===== src/rtl/fpu_mul_seq.sv =====
// fpu_mul_seq: multi-cycle shift-and-add floating-point multiplier with valid/ready handshakes
module fpu_mul_seq #(
    parameter int N_EXP  = 8,
    parameter int N_MANT = 22,
    localparam int W = 1 + N_EXP + N_MANT + 1
) (
    input  logic         clk,
    input  logic         rst,
    input  logic         in_valid,
    output logic         in_ready,
    input  logic [W-1:0] A,
    input  logic [W-1:0] B,
    output logic         out_valid,
    input  logic         out_ready,
    output logic [W-1:0] result
);
    localparam int M    = N_MANT + 2;
    localparam int CW   = $clog2(M + 1);
    localparam int EW   = N_EXP + 2;
    localparam int BIAS = (1 << (N_EXP - 1)) - 1;
    localparam logic signed [EW-1:0] E_MAX = EW'((1 << N_EXP) - 1);

    typedef enum logic [1:0] {IDLE, MULT, NORM, DONE} state_t;

    state_t                 state_q, state_d;
    logic                   sign_q, sign_d, zero_q, zero_d;
    logic [N_EXP-1:0]       ea_q, ea_d, eb_q, eb_d;
    logic [M-1:0]           ma_q, ma_d, mb_q, mb_d;
    logic [2*M-1:0]         acc_q, acc_d;
    logic [CW-1:0]          cnt_q, cnt_d;
    logic [W-1:0]           result_q, result_d;
    logic [M:0]             sum;
    logic                   top;
    logic signed [EW-1:0]   exp_s;
    logic [N_MANT:0]        mant;

    // Product normalisation: the top bit picks a one-place shift and exponent bump
    assign sum   = {1'b0, acc_q[2*M-1:M]} + (mb_q[0] ? {1'b0, ma_q} : '0);
    assign top   = acc_q[2*M-1];
    assign mant  = top ? acc_q[2*M-2 -: N_MANT+1] : acc_q[2*M-3 -: N_MANT+1];
    assign exp_s = {2'b00, ea_q} + {2'b00, eb_q} - EW'(BIAS) + EW'(top);

    assign in_ready  = state_q == IDLE;
    assign out_valid = state_q == DONE;
    assign result    = result_q;

    // Next-state and datapath update for each phase of the operation
    always_comb begin
        state_d  = state_q;
        sign_d   = sign_q;
        zero_d   = zero_q;
        ea_d     = ea_q;
        eb_d     = eb_q;
        ma_d     = ma_q;
        mb_d     = mb_q;
        acc_d    = acc_q;
        cnt_d    = cnt_q;
        result_d = result_q;
        case (state_q)
            IDLE: if (in_valid) begin
                sign_d  = A[W-1] ^ B[W-1];
                ea_d    = A[W-2 -: N_EXP];
                eb_d    = B[W-2 -: N_EXP];
                zero_d  = A[W-2 -: N_EXP] == '0 || B[W-2 -: N_EXP] == '0;
                ma_d    = {1'b1, A[N_MANT:0]};
                mb_d    = {1'b1, B[N_MANT:0]};
                acc_d   = '0;
                cnt_d   = CW'(M);
                state_d = MULT;
            end
            MULT: begin
                acc_d   = {sum, acc_q[M-1:1]};
                mb_d    = mb_q >> 1;
                cnt_d   = cnt_q - CW'(cnt_q != '0);
                state_d = cnt_q <= CW'(1) ? NORM : MULT;
            end
            NORM: begin
                result_d = zero_q || exp_s[EW-1] || exp_s == '0 ? {sign_q, (W-1)'(0)} :
                           exp_s >= E_MAX ? {sign_q, N_EXP'((1 << N_EXP) - 2), {(N_MANT+1){1'b1}}} :
                           {sign_q, exp_s[N_EXP-1:0], mant};
                state_d  = DONE;
            end
            DONE: state_d = out_ready ? IDLE : DONE;
            default: state_d = IDLE;
        endcase
    end

    // State and datapath registers, cleared asynchronously so in-flight work is dropped
    always_ff @(posedge clk or posedge rst) begin
        if (rst) begin
            state_q  <= IDLE;
            sign_q   <= 1'b0;
            zero_q   <= 1'b0;
            ea_q     <= '0;
            eb_q     <= '0;
            ma_q     <= '0;
            mb_q     <= '0;
            acc_q    <= '0;
            cnt_q    <= '0;
            result_q <= '0;
        end else begin
            state_q  <= state_d;
            sign_q   <= sign_d;
            zero_q   <= zero_d;
            ea_q     <= ea_d;
            eb_q     <= eb_d;
            ma_q     <= ma_d;
            mb_q     <= mb_d;
            acc_q    <= acc_d;
            cnt_q    <= cnt_d;
            result_q <= result_d;
        end
    end
endmodule


===== config.mk =====
export PLATFORM = sky130hd
export DESIGN_NAME = fpu_mul_seq
export DESIGN_NICKNAME = d
export VERILOG_FILES = /design/src/rtl/fpu_mul_seq.sv
export SDC_FILE = /design/constraint.sdc
export NUM_CORES = 1
export LEC_CHECK = 0
export ABC_AREA = 0
export BUFFER_PORTS_ARGS = -buffer_cell sky130_fd_sc_hd__buf_4
export CAP_MARGIN = 5
export CORE_ASPECT_RATIO = 0.75
export CORE_UTILIZATION = 40
export CTS_BUF_LIST = sky130_fd_sc_hd__clkbuf_4 sky130_fd_sc_hd__clkbuf_8 sky130_fd_sc_hd__clkbuf_16
export CTS_CLUSTER_SIZE = 10
export DETAILED_ROUTE_END_ITERATION = 12
export SLEW_MARGIN = 20
export SYNTH_ARGS = -nofsm -noshare
export SYNTH_HDL_FRONTEND = slang
export SYNTH_SLANG_ARGS = --single-unit

===== constraint.sdc =====
create_clock -name clk -period 9.9 [get_ports clk]
set_clock_uncertainty 0.15 [all_clocks]
set_input_delay 1.485 -clock clk [delete_from_list [all_inputs] [get_ports clk]]
set_output_delay 1.485 -clock clk [all_outputs]
set_load 0.02 [all_outputs]

# [Yosys cells after proc, flatten, opt, wreduce, memory -nomap -nowiden]
# Cells that the tools add are included.
[word_totals] in_bits=68 out_inout_bits=34 regBits=153
[classes] bitwise=1 magnitude_cmp=2 reduce_logical=11 add_sub_neg=5 muxes=14 eq_ne=4
[ops] cell="$pmux W48 S2" count=1
[ops] cell="$mux W31" count=2
[ops] cell="$mux W24" count=2
[ops] cell="$mux W48" count=1
[ops] cell="$pmux W24 S2" count=1
[ops] cell="$add A24 B24 Y25" count=1
[ops] cell="$mux W23" count=1
[ops] cell="$logic_not A8 Y1" count=2
[ops] cell="$add A10 B1 Y10" count=1
[ops] cell="$ge A10 B9 Y1 const B" count=1
[ops] cell="$logic_not A10 Y1" count=1
[ops] cell="$pmux W5 S2" count=1
[ops] cell="$sub A9 B7 Y10 const B" count=1
[ops] cell="$add A8 B8 Y9" count=1
[ops] cell="$pmux W2 S4" count=1
[ops] cell="$mux W2" count=3
[ops] cell="$le A5 B1 Y1 const B" count=1
[ops] cell="$mux W5" count=1
[ops] cell="$reduce_bool A5 Y1" count=1
[ops] cell="$sub A5 B1 Y5" count=1
[ops] cell="$eq A2 B2 Y1 const B" count=2
[ops] cell="$reduce_and A2 Y1" count=2
[ops] cell="$logic_or A1 B1 Y1" count=3
[ops] cell="$eq A2 B1 Y1 const B" count=1
[ops] cell="other kinds (4)" count=4

# [Logic depth before layout (Yosys ltp)]
[logic_depth] ltp_word=6 ltp_mapped=16

# [Worst setup path after synthesis]
# OpenSTA, ideal clock, no wires.
[synth_timing] kind="register to register" startpoint="reg acc_q[47]" endpoint="reg result_q[11] (netlist: result[11])" path_stages_with_launch=16 setup_slack_ps=6560 t_arrival_ps=3103 t_required_ps=9663 n_path_buf=2 path_cell_list="dfrtp_1 -> inv_1 -> clkbuf_1 -> ha_1 -> inv_1 -> ha_1 -> inv_1 -> fa_1 -> nor2b_4 -> o31a_1 -> o31a_2 -> xnor2_2 -> nor4b_2 -> o21ai_4 -> buf_4 -> a22oi_1"
[synth_between] elab_chain_len=4 word_cells_on_any_way=8
[synth_rtl] item="start, declared" line_no="29" rtl="logic [2*M-1:0] acc_q, acc_d;"
[synth_rtl] item="start signal, assigned" line_no="98" rtl="acc_q <= '0;"
[synth_rtl] item="start signal, assigned" line_no="109" rtl="acc_q <= acc_d;"
[synth_rtl] item="$add A10 B1 Y10" line_no="41" rtl="assign exp_s = {2'b00, ea_q} + {2'b00, eb_q} - EW'(BIAS) + EW'(top);"
[synth_rtl] item="$ge A10 B9 Y1, or another cell as far along" line_no="79" rtl="exp_s >= E_MAX ? {sign_q, N_EXP'((1 << N_EXP) - 2), {(N_MANT+1){1'b1}}} :"
[synth_rtl] item="$mux W31 or $logic_or A1 B1 Y1 (tied branches)" line_no="79, 78"
[synth_rtl] item="$mux W31 (*)" line_no="78" rtl="result_d = zero_q || exp_s[EW-1] || exp_s == '0 ? {sign_q, (W-1)'(0)} :"
[synth_rtl] item="end signal, assigned" line_no="111" rtl="result_q <= result_d;"
[synth_rtl] item="end, declared" line_no="31" rtl="logic [W-1:0] result_q, result_d;"
# Every way passes the cells marked *; elsewhere a longest branch is shown, timed or not.
# A chain may end at the register's enable or synchronous reset.

# [Worst setup path in the final report]
[layout_timing] startpoint="reg acc_q[47]" endpoint="reg result_q[23] (netlist: result[23])"
[layout_between] elab_chain_len=4 word_cells_on_any_way=7
[layout_rtl] item="$add A10 B1 Y10 (*)" line_no="41"
[layout_rtl] item="$ge A10 B9 Y1, or another cell as far along" line_no="79"
[layout_rtl] item="$mux W31 or $logic_or A1 B1 Y1 (tied branches)" line_no="79, 78"
[layout_rtl] item="$mux W31 (*)" line_no="78"
# Marks and branches as above.

==> key figures <==
Run status
  – Outcome: finished clean

Final layout
  – Final nets: slightly above 1000
  – Layout cells sized above 1: 19.06%
  – Fill cell count: between 1500 and 2000
  – Post-layout instance area: approximately 9100 um^2
  – Ant diodes: 0
  – P&R area growth vs syn: 19.84%

Drt
  – Total routed wirelength: 19260 um
  – Antenna-violating nets left: 0
  – DR pass1 iterations: 5
  – Drt initial violations: approximately 450
  – DR vias/cell: 5.335
  – Post-route DRC: 0
  – DR WL/cell: 16.31 um
  – Vias: 6301

Floorplanning
  – Starting Density: 40.97%
  – Row count: 43
  – Die Footprint: 19570 um^2
  – Core Footprint: 18560 um^2
  – Die width: roughly 160 um
  – IO Count: 102
  – Die Y-Extent: 121.4 um

CTS
  – Clock slew at reported path FFs: 60 ps
  – Root Buffer: clkbuf_16
  – Post-CTS Setup Inserts: 0
  – Deepest clock path buffer count: 2
  – Clock Latency Late Sink: 430 ps
  – CTS tree: built
  – Post-CTS Resized: 0
  – Hold-fix buffers, CTS: 0
  – Clk sink count: 130
  – H-tree depth: 4
  – Inserted Clock Buffers: 17

Worst setup path
  – Reg2Reg Capture Point: result[23]
  – Crit end category: register
  – Worst reg-to-reg path cell count: 13
  – Worst path slowest cell: dfrtp_1
  – Most used cell, CP: inv_1
  – Slowest stage delay, CP: 730 ps
  – Worst Path Required: just over 10000 ps
  – CP Cell Sequence: inv_1, ha_1, inv_1, ha_1, inv_1, fa_1, nor2b_4, o31a_1, o311ai_2, a21oi_2, xnor2_4, o21ai_4, a32o_1
  – Register-to-Register Setup Slack: approximately 5500 ps
  – Crit path max fanout: 28
  – Crit path DAT: 4610 ps
  – Critical path type: register to register
  – Worst R2R Start: acc_q[47]
  – Critical path launch point type: register

Global routing
  – Vias in the first global route: a little under 6000
  – Global-route wire length before repair: ~32000 um
  – Pin count of the biggest net entering global routing: 72
  – GR Overflow Total: 0
  – GRT Overall Usage: 20.93%
  – Initial antenna violation count: 0

Min path
  – Hold_sp: ma_q[23]
  – Worst Hold Depth: 1
  – Worst hold path class: register to register
  – Hold Path Sink: ma_q[23]

Logic synthesis
  – Synth Register Bits: 130
  – Area contributors post-synth: dfrtp_1, nand2_1, ha_1
  – Compound-Gate Fraction of Synth Area: between 15 and 20%
  – Synthesized area per cell: 9.010 um^2
  – XOR/XNOR Fraction of Synth Area: 3.323%
  – Seq/Total Area, Yosys: 42.78%
  – FFs w/ async S/R, synth: 100.0%
  – Simple-gate share of the synthesized area: 22.21%
  – Post-synth top area share: 42.78%
  – Syn Std Cell Area: 7605 um^2
  – Multiplexer share of the synthesized area: 0.6910%
  – Largest family of logic cells by synthesized area: simple AND/OR/NAND/NOR gates
  – Dominant cell type by area after synthesis: dfrtp_1
  – Synth Flop Type: dfrtp_1
  – Yosys cell types: 69
  – Yosys warning count: 0
  – Post-synth EDFFs: 0
  – Post-Synth Adder-Cell Area: between 7 and 8%
  – Synthesized net count: 956
  – Mapped Cells: 844

Timing
  – Final min period: 4409 ps
  – Hold Fails Final Rpt: 0
  – Setup_tns: 0 ps
  – Slew @ Worst Pin: 891.0 ps
  – RSZ-0062 raised after global routing: false
  – Slew HR: roughly 40%
  – Final worst path period share: 44.54%
  – Slew Limit Fails: 0
  – Final setup viols: 0
  – Peak Freq: 0.2268 GHz

Placement
  – Hpwl dp: 13330 um
  – Area after DPL: 8523 um^2
  – Port-buffer cells: a little over 100
  – Gp weighted congestion: between 0.8 and 0.9

Power
  – Pwr Density: 340.2 nW/um^2
  – Worst VDD drop: about 220 uV
  – Leakage: 4.411 nW
  – Total power: slightly above 0.003 W

Flow run
  – Max_cap viols: 0
[registers in the layout, indices dropped and copies added, names as in the netlist]
signal   count
eb_q         8
cnt_q        5
ea_q         8
sign_q       1
zero_q       1
mb_q        24
state_q      2
ma_q        24
result      32
acc_q       25
[Yosys cell counts (4+ instances only)]
library cell,number
a21oi_1,20
nor3b_1,5
a31oi_1,8
o21a_1,4
inv_1,22
ha_1,42
nor4_1,5
dfrtp_1,130
o21ai_0,38
clkbuf_1,39
nand4_1,7
nand3_1,26
a211oi_1,4
o21bai_1,5
a221oi_1,27
and2_1,51
buf_1,5
nand2b_1,4
nor2b_1,5
xor2_1,7
xnor2_1,15
nand2_1,222
buf_2,4
a22oi_2,10
nor3_1,7
a22oi_1,41
a21o_1,12
nor2_1,20
[report_power, final]
group          total, W  internal [W]  switching, W
combinational   0.00153      0.000623      0.000905
clock          0.000633      0.000377      0.000256
sequential     0.000938      0.000748      0.000189
total           0.00310       0.00175       0.00135
[kinds of logic after synthesis]
logic type / after synthesis
buffers and inverters: 74
muxes: 5
adders and majority gates: 44
xor gates and xnor gates: 25
and+or+nand+nor: 367
DFF: 130
AOI/OAI and AO/OA: 199
[critical path, delay by kind of cell, from the launching register on]
| family | cells | cell delay, ps |
|---|---|---|
| adders and majority gates | 3 | 1020 |
| and+or+nand+nor | 1 | 140 |
| DFF | 1 | 730 |
| buffers and inverters | 3 | 630 |
| xor gates and xnor gates | 1 | 130 |
| AOI/OAI and AO/OA | 5 | 1550 |
[cell usage in the layout, fill, tap and decap left out, types with 3 or more instances in the layout]
cell,synthesis,final
nor3_1,7,7
nor2b_1,5,4
a221oi_1,27,27
xor2_1,7,7
a211oi_1,4,4
a21o_1,12,12
a22oi_1,41,41
o21bai_1,5,5
nand2_1,222,221
o21ai_0,38,38
ha_1,42,42
nor2_1,20,19
clkbuf_16,0,17
nor3b_1,5,5
and2_1,51,50
a21oi_1,20,20
xnor2_1,15,15
nor4_1,5,5
inv_1,22,21
nand3_1,26,26
or2_2,3,3
buf_4,1,110
o31ai_1,3,3
clkinv_4,0,5
nand2b_1,4,3
mux2i_1,3,3
o21a_1,4,4
a22oi_2,10,10
a31oi_1,8,8
dfrtp_1,130,130
nand4_1,7,7
[worst max path at each step]
stage / start / endpoint / slack [ps] / cells after the start
2_1_floorplan: rst / acc_q[23] / 4800 / 1
3_3_place_gp: acc_q[47] / result[23] / 5570 / 13
3_5_place_dp: acc_q[47] / result[23] / 5480 / 13
4_1_cts: acc_q[47] / result[23] / 5470 / 13
5_1_grt: acc_q[47] / result[26] / 5060 / 13
6_report: acc_q[47] / result[23] / 5490 / 13
[layer usage]
| layer | global-route usage [%] | up-vias | share of wire, % |
|---|---|---|---|
| met5 | 0 | - | 0 |
| met1 | 31.00 | 3005 | 51 |
| met3 | 4.751 | 19 | 4.4 |
| met4 | 5.483 | 0 | 1.1 |
| li1 | - | 3142 | - |
| met2 | 30.41 | 135 | 43 |
[area by class of cell]
| type | instances | area [um^2] | share of cell area, % |
|---|---|---|---|
| clock buffers | 18 | 432.9 | 4.750 |
| clock inverters | 14 | 157.7 | 1.730 |
| inverters | 22 | 85.08 | 0.9336 |
| multi-input cells | 640 | 4050 | 44.44 |
| flip-flops and latches | 130 | 3253 | 35.69 |
| well taps | 247 | 309.0 | 3.391 |
| repair buffers | 110 | 825.8 | 9.061 |
[through the flow]
| step | util, % | instances | setup slack, ps | hold slack (ps) |
|---|---|---|---|---|
| after detailed placement | 45.92 | 1149 | 5484 | 300.0 |
| after global placement | 45.92 | 1149 | 5567 | 293.7 |
| after floorplan | - | 844 | 4796 | 275.2 |
| final | 49.10 | 1181 | 5491 | 312.5 |
| after global routing | 49.10 | 1181 | 5059 | 337.4 |
| after CTS | 49.10 | 1181 | 5470 | 314.5 |
Power figures use the tool's default switching activity.
